File: src/rtl/alu_pkg.sv
// Shared opcode/state encodings and a latency helper for the sequential ALU.
// Latency helper lets users predict when alu_done will fire for a given request.
package alu_pkg;

    typedef enum logic [3:0] {
        ALU_ADD  = 4'd0,
        ALU_SUB  = 4'd1,
        ALU_AND  = 4'd2,
        ALU_OR   = 4'd3,
        ALU_XOR  = 4'd4,
        ALU_SLL  = 4'd5,
        ALU_SRL  = 4'd6,
        ALU_SRA  = 4'd7,
        ALU_SLT  = 4'd8,
        ALU_SLTU = 4'd9,
        ALU_MUL  = 4'd10
    } alu_op_e;

    typedef enum logic [1:0] {
        IDLE,
        EXEC,
        DONE
    } alu_state_e;

    function automatic logic is_shift_op(input logic [3:0] op);
        return (op == ALU_SLL) || (op == ALU_SRL) || (op == ALU_SRA);
    endfunction

    // Cycles from the accepting edge to the edge that raises alu_done.
    function automatic int unsigned alu_latency(input logic [3:0] op, input int unsigned shamt,
                                                input int unsigned xlen, input int unsigned shift_step);
        if (is_shift_op(op)) begin
            return 1 + (shamt + shift_step - 1) / shift_step;
        end
        if (op == ALU_MUL) begin
            return 1 + xlen;
        end
        return 1;
    endfunction

endpackage

File: src/rtl/alu_seq_if.sv
// Request/response bundle between the control unit (master) and the ALU (slave).
interface alu_seq_if #(
    parameter int unsigned XLEN = 32
);
    logic            alu_req;
    logic [3:0]      alu_operation;
    logic [XLEN-1:0] alu_op1;
    logic [XLEN-1:0] alu_op2;
    logic            alu_busy;
    logic            alu_done;
    logic [XLEN-1:0] alu_res;
    logic            alu_zero;
    logic            alu_err;

    modport master (
        output alu_req, alu_operation, alu_op1, alu_op2,
        input  alu_busy, alu_done, alu_res, alu_zero, alu_err
    );

    modport slave (
        input  alu_req, alu_operation, alu_op1, alu_op2,
        output alu_busy, alu_done, alu_res, alu_zero, alu_err
    );
endinterface

File: src/rtl/alu_iter_unit.sv
// Iterative shifter (SHIFT_STEP bits per cycle) and shift-add multiplier (one bit per cycle).
module alu_iter_unit
    import alu_pkg::*;
#(
    parameter int unsigned XLEN       = 32,
    parameter int unsigned SHIFT_STEP = 1
) (
    input  logic            clk,
    input  logic            rst_n,
    input  logic            start_i,
    input  logic [3:0]      op_i,
    input  logic [XLEN-1:0] a_i,
    input  logic [XLEN-1:0] b_i,
    output logic            finish_o,
    output logic [XLEN-1:0] result_o
);
    localparam int unsigned SW = $clog2(XLEN);
    localparam int unsigned CW = SW + 1;

    logic [3:0]      op_q, op_d;
    logic [XLEN-1:0] val_q, val_d;
    logic [XLEN-1:0] acc_q, acc_d;
    logic [XLEN-1:0] mpl_q, mpl_d;
    logic [CW-1:0]   cnt_q, cnt_d;
    logic [CW-1:0]   step_amt;

    // For shifts cnt_q is the remaining shift distance; the final step may be partial.
    assign step_amt = (cnt_q < CW'(SHIFT_STEP)) ? cnt_q : CW'(SHIFT_STEP);

    always_comb begin
        op_d  = op_q;
        val_d = val_q;
        acc_d = acc_q;
        mpl_d = mpl_q;
        cnt_d = cnt_q;
        if (start_i) begin
            op_d  = op_i;
            val_d = a_i;
            acc_d = '0;
            mpl_d = b_i;
            cnt_d = (op_i == ALU_MUL) ? CW'(XLEN) : {1'b0, b_i[SW-1:0]};
        end else if (cnt_q != '0) begin
            cnt_d = cnt_q - step_amt;
            case (op_q)
                ALU_SLL: val_d = val_q << step_amt;
                ALU_SRL: val_d = val_q >> step_amt;
                ALU_SRA: val_d = $unsigned($signed(val_q) >>> step_amt);
                ALU_MUL: begin
                    if (mpl_q[0]) begin
                        acc_d = acc_q + val_q;
                    end
                    val_d = val_q << 1;
                    mpl_d = mpl_q >> 1;
                    cnt_d = cnt_q - CW'(1);
                end
                default: ;
            endcase
        end
    end

    always_ff @(posedge clk or negedge rst_n) begin
        if (!rst_n) begin
            op_q  <= '0;
            val_q <= '0;
            acc_q <= '0;
            mpl_q <= '0;
            cnt_q <= '0;
        end else begin
            op_q  <= op_d;
            val_q <= val_d;
            acc_q <= acc_d;
            mpl_q <= mpl_d;
            cnt_q <= cnt_d;
        end
    end

    assign finish_o = (cnt_q == '0);
    assign result_o = (op_q == ALU_MUL) ? acc_q : val_q;
endmodule

File: src/rtl/alu_seq.sv
// Multi-cycle XLEN-bit ALU with req/done handshake; single-cycle ops here, shifts/MUL in alu_iter_unit.
module alu_seq
    import alu_pkg::*;
#(
    parameter int unsigned XLEN       = 32,
    parameter int unsigned SHIFT_STEP = 1,
    parameter bit          MUL_EN     = 1'b1
) (
    input  logic      clk,
    input  logic      rst,
    alu_seq_if.slave  bus
);
    alu_state_e      state_q;
    logic [3:0]      op_q;
    logic [XLEN-1:0] a_q, b_q;
    logic            iter_q;
    logic            busy_q, done_q, err_q, zero_q;
    logic [XLEN-1:0] res_q;

    logic [XLEN-1:0] res_d;
    logic            err_d;
    logic            accept;
    logic            new_iter;
    logic            iter_fin;
    logic [XLEN-1:0] iter_res;

    assign accept   = bus.alu_req && (state_q != EXEC);
    assign new_iter = is_shift_op(bus.alu_operation) || (MUL_EN && (bus.alu_operation == ALU_MUL));

    alu_iter_unit #(
        .XLEN       (XLEN),
        .SHIFT_STEP (SHIFT_STEP)
    ) u_iter (
        .clk      (clk),
        .rst_n    (rst),
        .start_i  (accept && new_iter),
        .op_i     (bus.alu_operation),
        .a_i      (bus.alu_op1),
        .b_i      (bus.alu_op2),
        .finish_o (iter_fin),
        .result_o (iter_res)
    );

    always_comb begin
        res_d = '0;
        err_d = 1'b0;
        case (op_q)
            ALU_ADD:  res_d = a_q + b_q;
            ALU_SUB:  res_d = a_q - b_q;
            ALU_AND:  res_d = a_q & b_q;
            ALU_OR:   res_d = a_q | b_q;
            ALU_XOR:  res_d = a_q ^ b_q;
            ALU_SLT:  res_d = {{(XLEN-1){1'b0}}, ($signed(a_q) < $signed(b_q))};
            ALU_SLTU: res_d = {{(XLEN-1){1'b0}}, (a_q < b_q)};
            ALU_SLL, ALU_SRL, ALU_SRA: res_d = iter_res;
            ALU_MUL: begin
                if (MUL_EN) begin
                    res_d = iter_res;
                end else begin
                    err_d = 1'b1;
                end
            end
            default:  err_d = 1'b1;
        endcase
    end

    always_ff @(posedge clk or negedge rst) begin
        if (!rst) begin
            state_q <= IDLE;
            op_q    <= '0;
            a_q     <= '0;
            b_q     <= '0;
            iter_q  <= 1'b0;
            busy_q  <= 1'b0;
            done_q  <= 1'b0;
            err_q   <= 1'b0;
            res_q   <= '0;
            zero_q  <= 1'b1;
        end else begin
            done_q <= 1'b0;
            err_q  <= 1'b0;
            case (state_q)
                IDLE, DONE: begin
                    state_q <= IDLE;
                    if (accept) begin
                        state_q <= EXEC;
                        busy_q  <= 1'b1;
                        op_q    <= bus.alu_operation;
                        a_q     <= bus.alu_op1;
                        b_q     <= bus.alu_op2;
                        iter_q  <= new_iter;
                    end
                end
                EXEC: begin
                    if (!iter_q || iter_fin) begin
                        state_q <= DONE;
                        busy_q  <= 1'b0;
                        done_q  <= 1'b1;
                        err_q   <= err_d;
                        res_q   <= res_d;
                        zero_q  <= (res_d == '0);
                    end
                end
                default: state_q <= IDLE;
            endcase
        end
    end

    assign bus.alu_busy = busy_q;
    assign bus.alu_done = done_q;
    assign bus.alu_err  = err_q;
    assign bus.alu_res  = res_q;
    assign bus.alu_zero = zero_q;
endmodule
File: src/flat_wrapper.sv
// flat-port wrapper written by rule: the top's interface ports become plain ports
module alu_seq_flat import alu_pkg::*;
#(
    parameter int unsigned XLEN       = 32,
    parameter int unsigned SHIFT_STEP = 1,
    parameter bit          MUL_EN     = 1'b1
)
  (clk, rst, bus_alu_req, bus_alu_operation, bus_alu_op1, bus_alu_op2, bus_alu_busy, bus_alu_done, bus_alu_res, bus_alu_zero, bus_alu_err);
  alu_seq_if #(.XLEN(XLEN)) bus_i ();
  input  logic clk;
  input  logic rst;
  input wire logic [$bits(bus_i.alu_req)-1:0] bus_alu_req;
  input wire logic [$bits(bus_i.alu_operation)-1:0] bus_alu_operation;
  input wire logic [$bits(bus_i.alu_op1)-1:0] bus_alu_op1;
  input wire logic [$bits(bus_i.alu_op2)-1:0] bus_alu_op2;
  output wire logic [$bits(bus_i.alu_busy)-1:0] bus_alu_busy;
  output wire logic [$bits(bus_i.alu_done)-1:0] bus_alu_done;
  output wire logic [$bits(bus_i.alu_res)-1:0] bus_alu_res;
  output wire logic [$bits(bus_i.alu_zero)-1:0] bus_alu_zero;
  output wire logic [$bits(bus_i.alu_err)-1:0] bus_alu_err;
  assign bus_i.alu_req = bus_alu_req;
  assign bus_i.alu_operation = bus_alu_operation;
  assign bus_i.alu_op1 = bus_alu_op1;
  assign bus_i.alu_op2 = bus_alu_op2;
  assign bus_alu_busy = bus_i.alu_busy;
  assign bus_alu_done = bus_i.alu_done;
  assign bus_alu_res = bus_i.alu_res;
  assign bus_alu_zero = bus_i.alu_zero;
  assign bus_alu_err = bus_i.alu_err;
  alu_seq #(.XLEN(XLEN), .SHIFT_STEP(SHIFT_STEP), .MUL_EN(MUL_EN)) u_core (.clk(clk), .rst(rst), .bus(bus_i));
endmodule
File: config.mk
export PLATFORM = sky130hd
export DESIGN_NAME = alu_seq_flat
export DESIGN_NICKNAME = d
export VERILOG_FILES = /design/src/rtl/alu_pkg.sv /design/src/rtl/alu_seq_if.sv /design/src/rtl/alu_iter_unit.sv /design/src/rtl/alu_seq.sv /design/src/flat_wrapper.sv
export SDC_FILE = /design/constraint.sdc
export NUM_CORES = 1
export LEC_CHECK = 0
export BUFFER_PORTS_ARGS = -buffer_cell sky130_fd_sc_hd__buf_4
export CORE_MARGIN = 3
export CORE_UTILIZATION = 65
export CTS_CLUSTER_SIZE = 25
export DETAILED_ROUTE_END_ITERATION = 10
export PLACE_DENSITY_LB_ADDON = 0.3
export SYNTH_ARGS = -nofsm -noshare
export SYNTH_HDL_FRONTEND = slang
export SYNTH_SLANG_ARGS = --single-unit
File: constraint.sdc
create_clock -name clk -period 7.2 [get_ports clk]
set_input_delay 0.72 -clock clk [delete_from_list [all_inputs] [get_ports clk]]
set_output_delay 0.72 -clock clk [all_outputs]
set_load 0.01 [all_outputs]
== Word level (Yosys, flattened, before mapping) ==
Index checks and enable logic that the tools add are counted.
Storage, ports and cells
  output and inout bits: 36
  input port bits: 71
  register bits: 213
  logic and storage cells: 106
Operators by class
  mux-type cells: 28
  reductions and logical operators: 26
  $add $sub $neg: 5
  shift operators: 3
  order comparisons: 3
  equality and inequality tests: 23
  bitwise gates (word level): 3
Operator list (number)
  $mux 32: 10
  $pmux 32 s8: 1
  $pmux 32 s4: 1
  $add 32x32->32: 2
  $lt 32x32->1: 2
  $eq 4x3->1 const B: 10
  $and 32x32->32: 1
  $logic_not 32->1: 1
  $or 32x32->32: 1
  $shl 32x6->32: 1
  $shr 32x6->32: 1
  $sshr 32x6->32: 1
  $sub 32x32->32: 1
  $xor 32x32->32: 1
  $mux 6: 5
  $eq 4x4->1 const B: 5
  $reduce_or 11->1: 1
  $eq 4x2->1 const B: 2
  $mux 1: 8
  $reduce_and 2->1: 4
  $reduce_bool 2->1: 4
  $logic_not 6->1: 1
  $lt 6x1->1 const B: 1
  $ne 2x1->1 const B: 3
  other kinds (18): 23

== Depth between registers and ports, before layout ==
Gate-level depths: netlist of the first run.
  depth after elaboration: 7
  gate-level depth with buffers: 15
  gate-level depth less buffers: 14

== Hierarchy ==
Synthesis of the first run repeated with hierarchy kept, for this count alone.
Unflattened totals
  cell total of the unflattened synthesis: 2369
  area total of the unflattened synthesis: 18368.9 µm²
By module, submodules not included
  alu_seq: seq. area each 2678.8 µm², times used 1, area each 10029.6 µm², cells each 1284
  alu_iter_unit: seq. area each 2652.5 µm², times used 1, area each 8339.2 µm², cells each 1085

== Least setup slack after synthesis of the first run ==
No wires, ideal clock.
  path type: reg2reg
  from: reg u_core.b_q[8]
  to: reg u_core.zero_q (netlist: u_core.bus.alu_zero)
  buffers on the path: 1
  period minus slack after synthesis: 3592 ps
  setup slack: 3608 ps
  stages on the path, launching flop included: 15
  library setup time: 61 ps
  arrival time: 3531 ps
  required time: 7139 ps
  cell sequence: dfrtp_1 -> inv_1 -> ha_1 -> clkbuf_1 -> and3_1 -> o211ai_1 -> o21ba_2 -> o41ai_1 -> a41oi_1 -> o41ai_1 -> mux2i_1 -> nand3_1 -> or4_1 -> nor2_1 -> a32o_2
Between the ends
  longest elaborated chain between the ends: 3
  elaborated cells on any way between the ends: 9
  those cells by class: add/sub: 2; order compare: 2; mux: 1; bitwise: 3; reduce/logical: 1
RTL lines
  start, declared: line alu_seq.sv:15  | logic [XLEN-1:0] a_q, b_q;
  start signal, assigned: line alu_seq.sv:90  | b_q <= bus.alu_op2;
  $sub 32x32->32 (tied with other cells): line alu_seq.sv:49  | ALU_SUB: res_d = a_q - b_q;
  $pmux 32 s8 *: line alu_seq.sv:47  | case (op_q)
  $logic_not 32->1 *: line alu_seq.sv:101  | zero_q <= (res_d == '0);
  end signal, assigned: line alu_seq.sv:101
  end, declared: line alu_seq.sv:17  | logic busy_q, done_q, err_q, zero_q;
Every way passes the cells marked *; elsewhere a longest branch is shown, timed or not.
A chain may end at the register's enable or synchronous reset.

== Worst setup path in the final report of the first run ==
  from: reg u_core.op_q[0]
  to: reg u_core.zero_q (netlist: u_core.bus.alu_zero)
Between the ends
  longest elaborated chain between the ends: 4
  elaborated cells on any way between the ends: 14
  those cells by class: eq/ne: 10; mux: 1; reduce/logical: 3
RTL lines
  start, declared: line alu_seq.sv:14  | logic [3:0] op_q;
  start signal, assigned: line alu_seq.sv:88  | op_q <= bus.alu_operation;
  $eq 4x3->1 or $eq 4x4->1 (tied branches): line alu_seq.sv:47
  $reduce_or 4->1 (no line)
  $pmux 32 s8 *: line alu_seq.sv:47
  $logic_not 32->1 *: line alu_seq.sv:101
Marks and branches as above.

==> flow_metrics.py, run 1 <==
metrics = {
    "run_status": {
        "outcome": "completed",
    },
    "synthesis": {
        "ys.flop_type": "dfrtp_1",
        "netlist_area_mm2": 0.0176,
        "synth_top_area_share": 0.301,
        "synthArstFlopShare": 1.00,
        "syn_avg_cell_area_um2": 7.73,
        "seq_area_frac_synth": 0.302,
        "synth_cells": 2283,
        "ys_warn_count": 0,
        "yosysTopAreaCell": "dfrtp_1",
        "synth_edf_count": 0,
        "ys_types": 95,
        "synth_nets": 2504,
        "ys_ff_latch": 213,
        "synth_top_cells_by_area": "dfrtp_1, ha_1, nand2_1, o21ai_0, a21oi_1",
    },
    "critical_path": {
        "r2r-end": "u_core.bus.alu_zero$_DFFE_PN1P_",
        "path_cells": "buf_4 > nor3b_1 > o21bai_4 > o21ai_0 > a2111oi_0 > o22ai_1 > nand2_1 > o21ai_0 > a2111oi_0 > nand4_1 > nor2_1 > a32o_2",
        "crit_required_ns": 7.69,
        "reg2reg_depth": 12,
        "critPathLaunchType": "register",
        "cp.arrival_ns": 5.38,
        "slowest_delay_ns": 0.87,
        "r2r_slack_ns": 2.32,
        "worst-path-max-fanout": 39,
        "worst_path_max_delay_cell": "o21bai_4",
        "r2r-start": "u_core.op_q[0]$_DFFE_PN0P_",
        "critPathKind": "reg -> reg",
        "critPathCaptureType": "register",
    },
    "power": {
        "p_leak_nw": 8.42,
        "sequentialPowerShare": 0.232,
        "p_clk_frac": 0.135,
        "ir_worst_vdd_uv": 403,
        "combPwrFrac": 0.633,
        "power.density_mw_per_mm2": 527,
        "p_int_mw": 4.75,
        "switchingPower_mw": 5.47,
        "swShare": 0.535,
    },
    "cts": {
        "post-cts-setup-buffers": 0,
        "root_buffer": "clkbuf_16",
        "postCtsHoldBufs": 0,
        "clock_latency_ns": 0.57,
        "cts-resized-gates": 0,
        "cts_tree": "built",
        "clk_pin_slew_worst_paths_ns": 0.07,
        "cts_buffer_depth": 3,
        "cts_inserted_buffers": 25,
        "htree_levels": 1,
        "cts.sinks": 213,
    },
    "floorplanning": {
        "rows": 59,
        "die_width_um": 171,
        "die_h_um": 171,
        "start_util": 0.670,
        "core_mm2": 0.0264,
        "boundaryPins": 107,
        "dieArea_mm2": 0.0292,
    },
    "global_route": {
        "grt_overflow": 0,
        "grt_pass1_wl_mm": 97.7,
        "grt_max_degree": 85,
        "antenna_found_initial": 3,
        "track_usage": 0.428,
        "grt_pass1_vias": 16921,
    },
    "placed_design": {
        "dp_slack_ns": 2.68,
        "dp_hpwl_mm": 46.9,
        "routabilityCongestion": 1.10,
        "port_buffers": 106,
    },
    "sta": {
        "finalSetupTns_ns": 0,
        "worst_slack_ns": 2.32,
        "finalClockSkew_ns": 0.0207,
        "max_slew_margin": 0.171,
        "max_freq_ghz": 0.205,
        "rsz0062_at_grt": "no",
        "timing.final.crit_share": 0.678,
        "period_minus_slack_ns": 4.88,
        "maxSlewViolCount": 0,
        "tightest_slew_ns": 1.24,
        "hold_viol": 0,
        "setup_violations": 0,
    },
    "route": {
        "drt_iter0_drc": 2942,
        "ant_nets": 0,
        "vias": 18510,
        "wl_mm": 64.3,
        "dr.pass1.iters": 7,
        "wire_per_inst_um": 24.5,
        "routed_via_density": 7.04,
        "drc": 0,
    },
    "min_path": {
        "hold_class": "in -> async",
    },
    "cells_and_area": {
        "area_delta_synth_final_pct": 9.95,
        "layout-drive-gt1-share": 0.0954,
        "diodes": 0,
        "fin_nets": 2497,
    },
    "run": {
        "drv_cap": 0,
    },
}
final cells by class:
| class | instances | area, um^2 |
|---|---|---|
| sequential | 213 | 5330 |
| timing repair buffer | 130 | 983 |
| fill | 1956 | 6950 |
| multi-input combinational | 1800 | 11400 |
| inverter | 106 | 398 |
| clock buffer | 31 | 678 |
| tap | 335 | 419 |
| clock inverter | 15 | 210 |
power by group through the flow:
stage / clock [mW] / sequential [mW] / combinational [mW]
after floorplan: 0 / 2.09 / 4.46
after global placement: 0 / 2.30 / 6.01
after detailed placement: 0 / 2.34 / 6.13
after CTS: 1.38 / 2.33 / 6.19
after global routing: 1.43 / 2.43 / 6.95
final: 1.38 / 2.37 / 6.47
through the flow:
step,cell area (um^2),util,cells,hold WS (ns),total power [mW]
after floorplan,17600,-,2283,0.424,6.55
after global placement,18500,0.702,2584,0.459,8.30
after detailed placement,18500,0.702,2584,0.467,8.47
after CTS,19400,0.736,2630,0.169,9.91
after global routing,19400,0.736,2630,0.187,10.8
final,19400,0.736,2630,0.151,10.2
cells in the final DEF (no fill, tap or decap), drive strengths merged, types with 16 or more instances in the layout:
master   Yosys  routed
o2111ai     23      23
o21ai      281     281
dfrtp      212     212
nor3        37      37
mux2i       61      61
xor2        20      20
nor2b       20      20
o211ai      31      31
nand2      384     384
o31ai       17      17
clkbuf     139      31
inv        104     106
nor2       148     148
a22oi       32      32
a21oi      180     180
buf         25     130
nand3       47      47
a211oi      43      43
xnor2       16      16
ha         147     147
a21o        30      30
flip-flops by register name (all words and copies together) (netlist names):
register             cells
u_core.bus.alu_err       1
u_core.b_q              32
u_core.state_q           2
u_core.u_iter.mpl_q     32
u_core.a_q              32
u_core.u_iter.val_q     32
u_core.iter_q            1
u_core.op_q              4
u_core.bus.alu_zero      1
u_core.bus.alu_done      1
u_core.bus.alu_busy      1
u_core.u_iter.cnt_q      6
u_core.u_iter.op_q       4
u_core.u_iter.acc_q     32
u_core.bus.alu_res      32
critical path: cells and delay by family, from the launching register on:
family / cells / cell delay [ns]
AO/OA/AOI/OAI: 7 / 2.88
buffers and inverters: 1 / 0.51
flip-flops: 1 / 0.74
AND/OR/NAND/NOR: 4 / 0.66
Yosys cell counts (7+ instances only):
master / instances
nand4_1: 15
nand2b_1: 14
dfrtp_1: 212
a31oi_1: 10
clkbuf_2: 14
nand2_1: 384
buf_2: 7
o21ai_1: 11
nor2b_1: 20
nor4_1: 12
mux2i_1: 61
nor2_1: 148
mux2_2: 7
xnor2_1: 16
nor3_1: 37
a21oi_1: 180
and3_1: 15
xor2_1: 20
o21bai_1: 12
a211o_1: 10
o221ai_1: 9
ha_1: 147
nand3_1: 47
o211ai_1: 31
o22ai_1: 11
o2111ai_1: 23
o21a_1: 8
or4_1: 8
a2111oi_0: 9
a211oi_1: 43
inv_1: 100
a21o_1: 30
buf_1: 17
a221oi_1: 13
clkbuf_1: 125
a22oi_1: 32
o31ai_1: 17
o21ai_0: 270
or3_1: 13
logic make-up (layout without fill, tap and decap cells):
logic type,count (synthesis),count (layout),share of synthesized area
xor gates and xnor gates,36,36,0.0179
adders and majority gates,150,150,0.108
buffers and inverters,270,282,0.0591
DFF,213,213,0.302
muxes,70,70,0.0410
AOI/OAI and AO/OA,792,792,0.283
and+or+nand+nor,752,752,0.189
worst max path at each step:
| stage | depth (start not counted) | slack [ns] | from | end |
|---|---|---|---|---|
| 2_1_floorplan | 14 | 3.61 | u_core.b_q[8]$_DFFE_PN0P_ | u_core.bus.alu_zero$_DFFE_PN1P_ |
| 3_3_place_gp | 12 | 2.68 | u_core.op_q[0]$_DFFE_PN0P_ | u_core.bus.alu_zero$_DFFE_PN1P_ |
| 3_5_place_dp | 12 | 2.68 | u_core.op_q[0]$_DFFE_PN0P_ | u_core.bus.alu_zero$_DFFE_PN1P_ |
| 4_1_cts | 12 | 2.60 | u_core.op_q[0]$_DFFE_PN0P_ | u_core.bus.alu_zero$_DFFE_PN1P_ |
| 5_1_grt | 14 | 2.11 | u_core.u_iter.cnt_q[2]$_DFFE_PN0P_ | u_core.bus.alu_zero$_DFFE_PN1P_ |
| 6_report | 12 | 2.32 | u_core.op_q[0]$_DFFE_PN0P_ | u_core.bus.alu_zero$_DFFE_PN1P_ |
layer usage:
layer / up-vias / global-route usage / routed length [um]
li1: 8204 / - / -
met1: 8599 / 0.600 / 25500
met2: 1431 / 0.628 / 26700
met3: 270 / 0.0984 / 8080
met4: 6 / 0.202 / 3950
met5: - / 0 / 83
(Power assumes the default switching activity.)
==> run 2, diff against run 1 <==
- CORE_UTILIZATION: 65 -> 63
- clock period: 7.2 -> 4.92 ns (I/O delays scaled with it)
==> flow_metrics.py, run 2 (synthesis gave the netlist of run 1 again) <==
metrics = {
    "cts": {
        "root_buffer": "clkbuf_16",
        "cts.sinks": 213,
        "cts_inserted_buffers": 25,
        "clock_latency_ns": 0.56,
        "cts_tree": "built",
        "clk_pin_slew_worst_paths_ns": 0.07,
        "cts_buffer_depth": 3,
        "htree_levels": 1,
    },
    "sta": {
        "timing.final.crit_share": 0.885,
        "max_freq_ghz": 0.230,
        "finalSetupTns_ns": 0,
        "max_slew_margin": 0.195,
        "period_minus_slack_ns": 4.35,
        "hold_viol": 0,
        "tightest_slew_ns": 1.20,
        "finalClockSkew_ns": 0.0313,
        "setup_violations": 0,
        "maxSlewViolCount": 0,
        "worst_slack_ns": 0.567,
        "rsz0062_at_grt": "no",
    },
    "global_route": {
        "antenna_found_initial": 1,
        "track_usage": 0.423,
        "grt_pass1_vias": 17525,
        "grt_overflow": 0,
        "grt_max_degree": 142,
        "grt_pass1_wl_mm": 101,
    },
    "power": {
        "p_int_mw": 7.07,
        "p_leak_nw": 8.53,
        "ir_worst_vdd_uv": 539,
        "power.density_mw_per_mm2": 772,
        "combPwrFrac": 0.636,
        "swShare": 0.533,
        "switchingPower_mw": 8.08,
        "sequentialPowerShare": 0.229,
        "p_clk_frac": 0.135,
    },
    "critical_path": {
        "r2r-start": "u_core.b_q[5]$_DFFE_PN0P_",
        "critPathBufInv": 1,
        "slowest_delay_ns": 0.58,
        "critPathCaptureType": "register",
        "worst_path_max_delay_cell": "a2111o_1",
        "critPathLaunchType": "register",
        "cp.arrival_ns": 4.84,
        "startpoint": "u_core.b_q[5]$_DFFE_PN0P_",
        "path_cells": "inv_1 > ha_1 > nor2b_1 > o31a_1 > a211o_1 > a2111o_1 > a31oi_4 > a21o_1 > o21ai_1 > a311oi_1 > nand3_1 > a2111oi_0 > a32o_2",
        "crit_family": "compound AO/OA/AOI/OAI gates",
        "worst-path-max-fanout": 13,
        "critPathKind": "reg -> reg",
        "crit_required_ns": 5.41,
    },
    "placed_design": {
        "port_buffers": 106,
        "dp_hpwl_mm": 48.1,
        "place_area_mm2": 0.0187,
        "dp_slack_ns": 0.748,
        "routabilityCongestion": 1.03,
    },
    "floorplanning": {
        "rows": 60,
        "die_width_um": 173,
        "start_util": 0.648,
        "boundaryPins": 107,
        "die_h_um": 173,
        "dieArea_mm2": 0.0301,
        "core_mm2": 0.0273,
    },
    "cells_and_area": {
        "multi_input_area_mm2": 0.0114,
        "mostFrequentLayoutCells": "nand2_1, o21ai_0, dfrtp_1",
        "layout_commonest_cell": "nand2_1",
        "seq_area_mm2": 0.00533,
        "layout-drive-gt1-share": 0.103,
        "area_delta_synth_final_pct": 11.2,
        "design_area_mm2": 0.0196,
        "diodes": 0,
        "n_fill_cell": 2115,
        "fin_nets": 2518,
    },
    "route": {
        "dr.pass1.iters": 9,
        "wire_per_inst_um": 24.4,
        "routed_via_density": 6.96,
        "drt_iter0_drc": 2905,
        "met3_length_mm": 8.11,
        "wl_mm": 65.7,
        "ant_nets": 0,
        "vias": 18703,
        "wl_met2_mm": 27.5,
        "wl_met1_mm": 26.0,
        "highest_layer": "met4",
        "drc": 0,
    },
    "min_path": {
        "hold_start": "bus_alu_op2[9]",
        "hold_class": "in -> reg",
    },
    "run_status": {
        "outcome": "completed",
    },
    "run": {
        "drv_cap": 0,
    },
}
==> run 2: power groups by stage <==
| stage | combinational [mW] | clock [mW] | sequential, mW |
|---|---|---|---|
| floorplan | 6.52 | 0 | 3.07 |
| global placement | 8.98 | 0 | 3.34 |
| detailed placement | 9.13 | 0 | 3.43 |
| CTS | 9.23 | 2.05 | 3.41 |
| global route | 10.4 | 2.12 | 3.56 |
| finish | 9.62 | 2.05 | 3.47 |
==> run 2: layer usage <==
layer,global-route usage,vias to the layer above
met5,0,-
met4,0.196,0
met3,0.0918,229
met2,0.627,1397
met1,0.591,8833
li1,-,8244
==> run 2: repair_timing <==
item                                   CTS  global route
resized for setup                        0             0
endpoints found under the hold margin   71             0
hold buffers                             1             0
buffers inserted                         0             0
==> run 2: worst min-delay path, cell delays in order <==
cell and delay [ns]:
buf_4 0.09, nand2_1 0.04, o21ai_0 0.06
==> run 2: layout make-up <==
class / instances / area share
clock buffer: 33 / 0.0365
tap: 372 / 0.0237
multi-input combinational: 1800 / 0.579
clock inverter: 12 / 0.00918
inverter: 106 / 0.0203
timing repair buffer: 151 / 0.0596
sequential: 213 / 0.272
==> run 2: stage by stage <==
step / instances / hold WS (ns) / total power, mW / util
2_1_floorplan: 2283 / 0.196 / 9.59 / -
3_3_place_gp: 2641 / 0.463 / 12.3 / 0.687
3_5_place_dp: 2641 / 0.466 / 12.6 / 0.687
4_1_cts: 2687 / 0.141 / 14.7 / 0.720
5_1_grt: 2687 / 0.163 / 16.0 / 0.720
6_report: 2687 / 0.149 / 15.1 / 0.720
==> run 2: final timing paths <==
check                                                       to  slack (ns)  depth (start not counted)
max                            u_core.bus.alu_zero$_DFFE_PN1P_        0.57                         13
min                                  u_core.b_q[9]$_DFFE_PN0P_        0.15                          3
max reg2reg                    u_core.bus.alu_zero$_DFFE_PN1P_        0.57                         13
min reg2reg                 u_core.bus.alu_res[25]$_DFFE_PN0P_        0.48                          2
max in group asynchronous  u_core.u_iter.mpl_q[14]$_DFFE_PN0P_        3.20                          3
min in group asynchronous   u_core.bus.alu_res[12]$_DFFE_PN0P_        0.51                          2
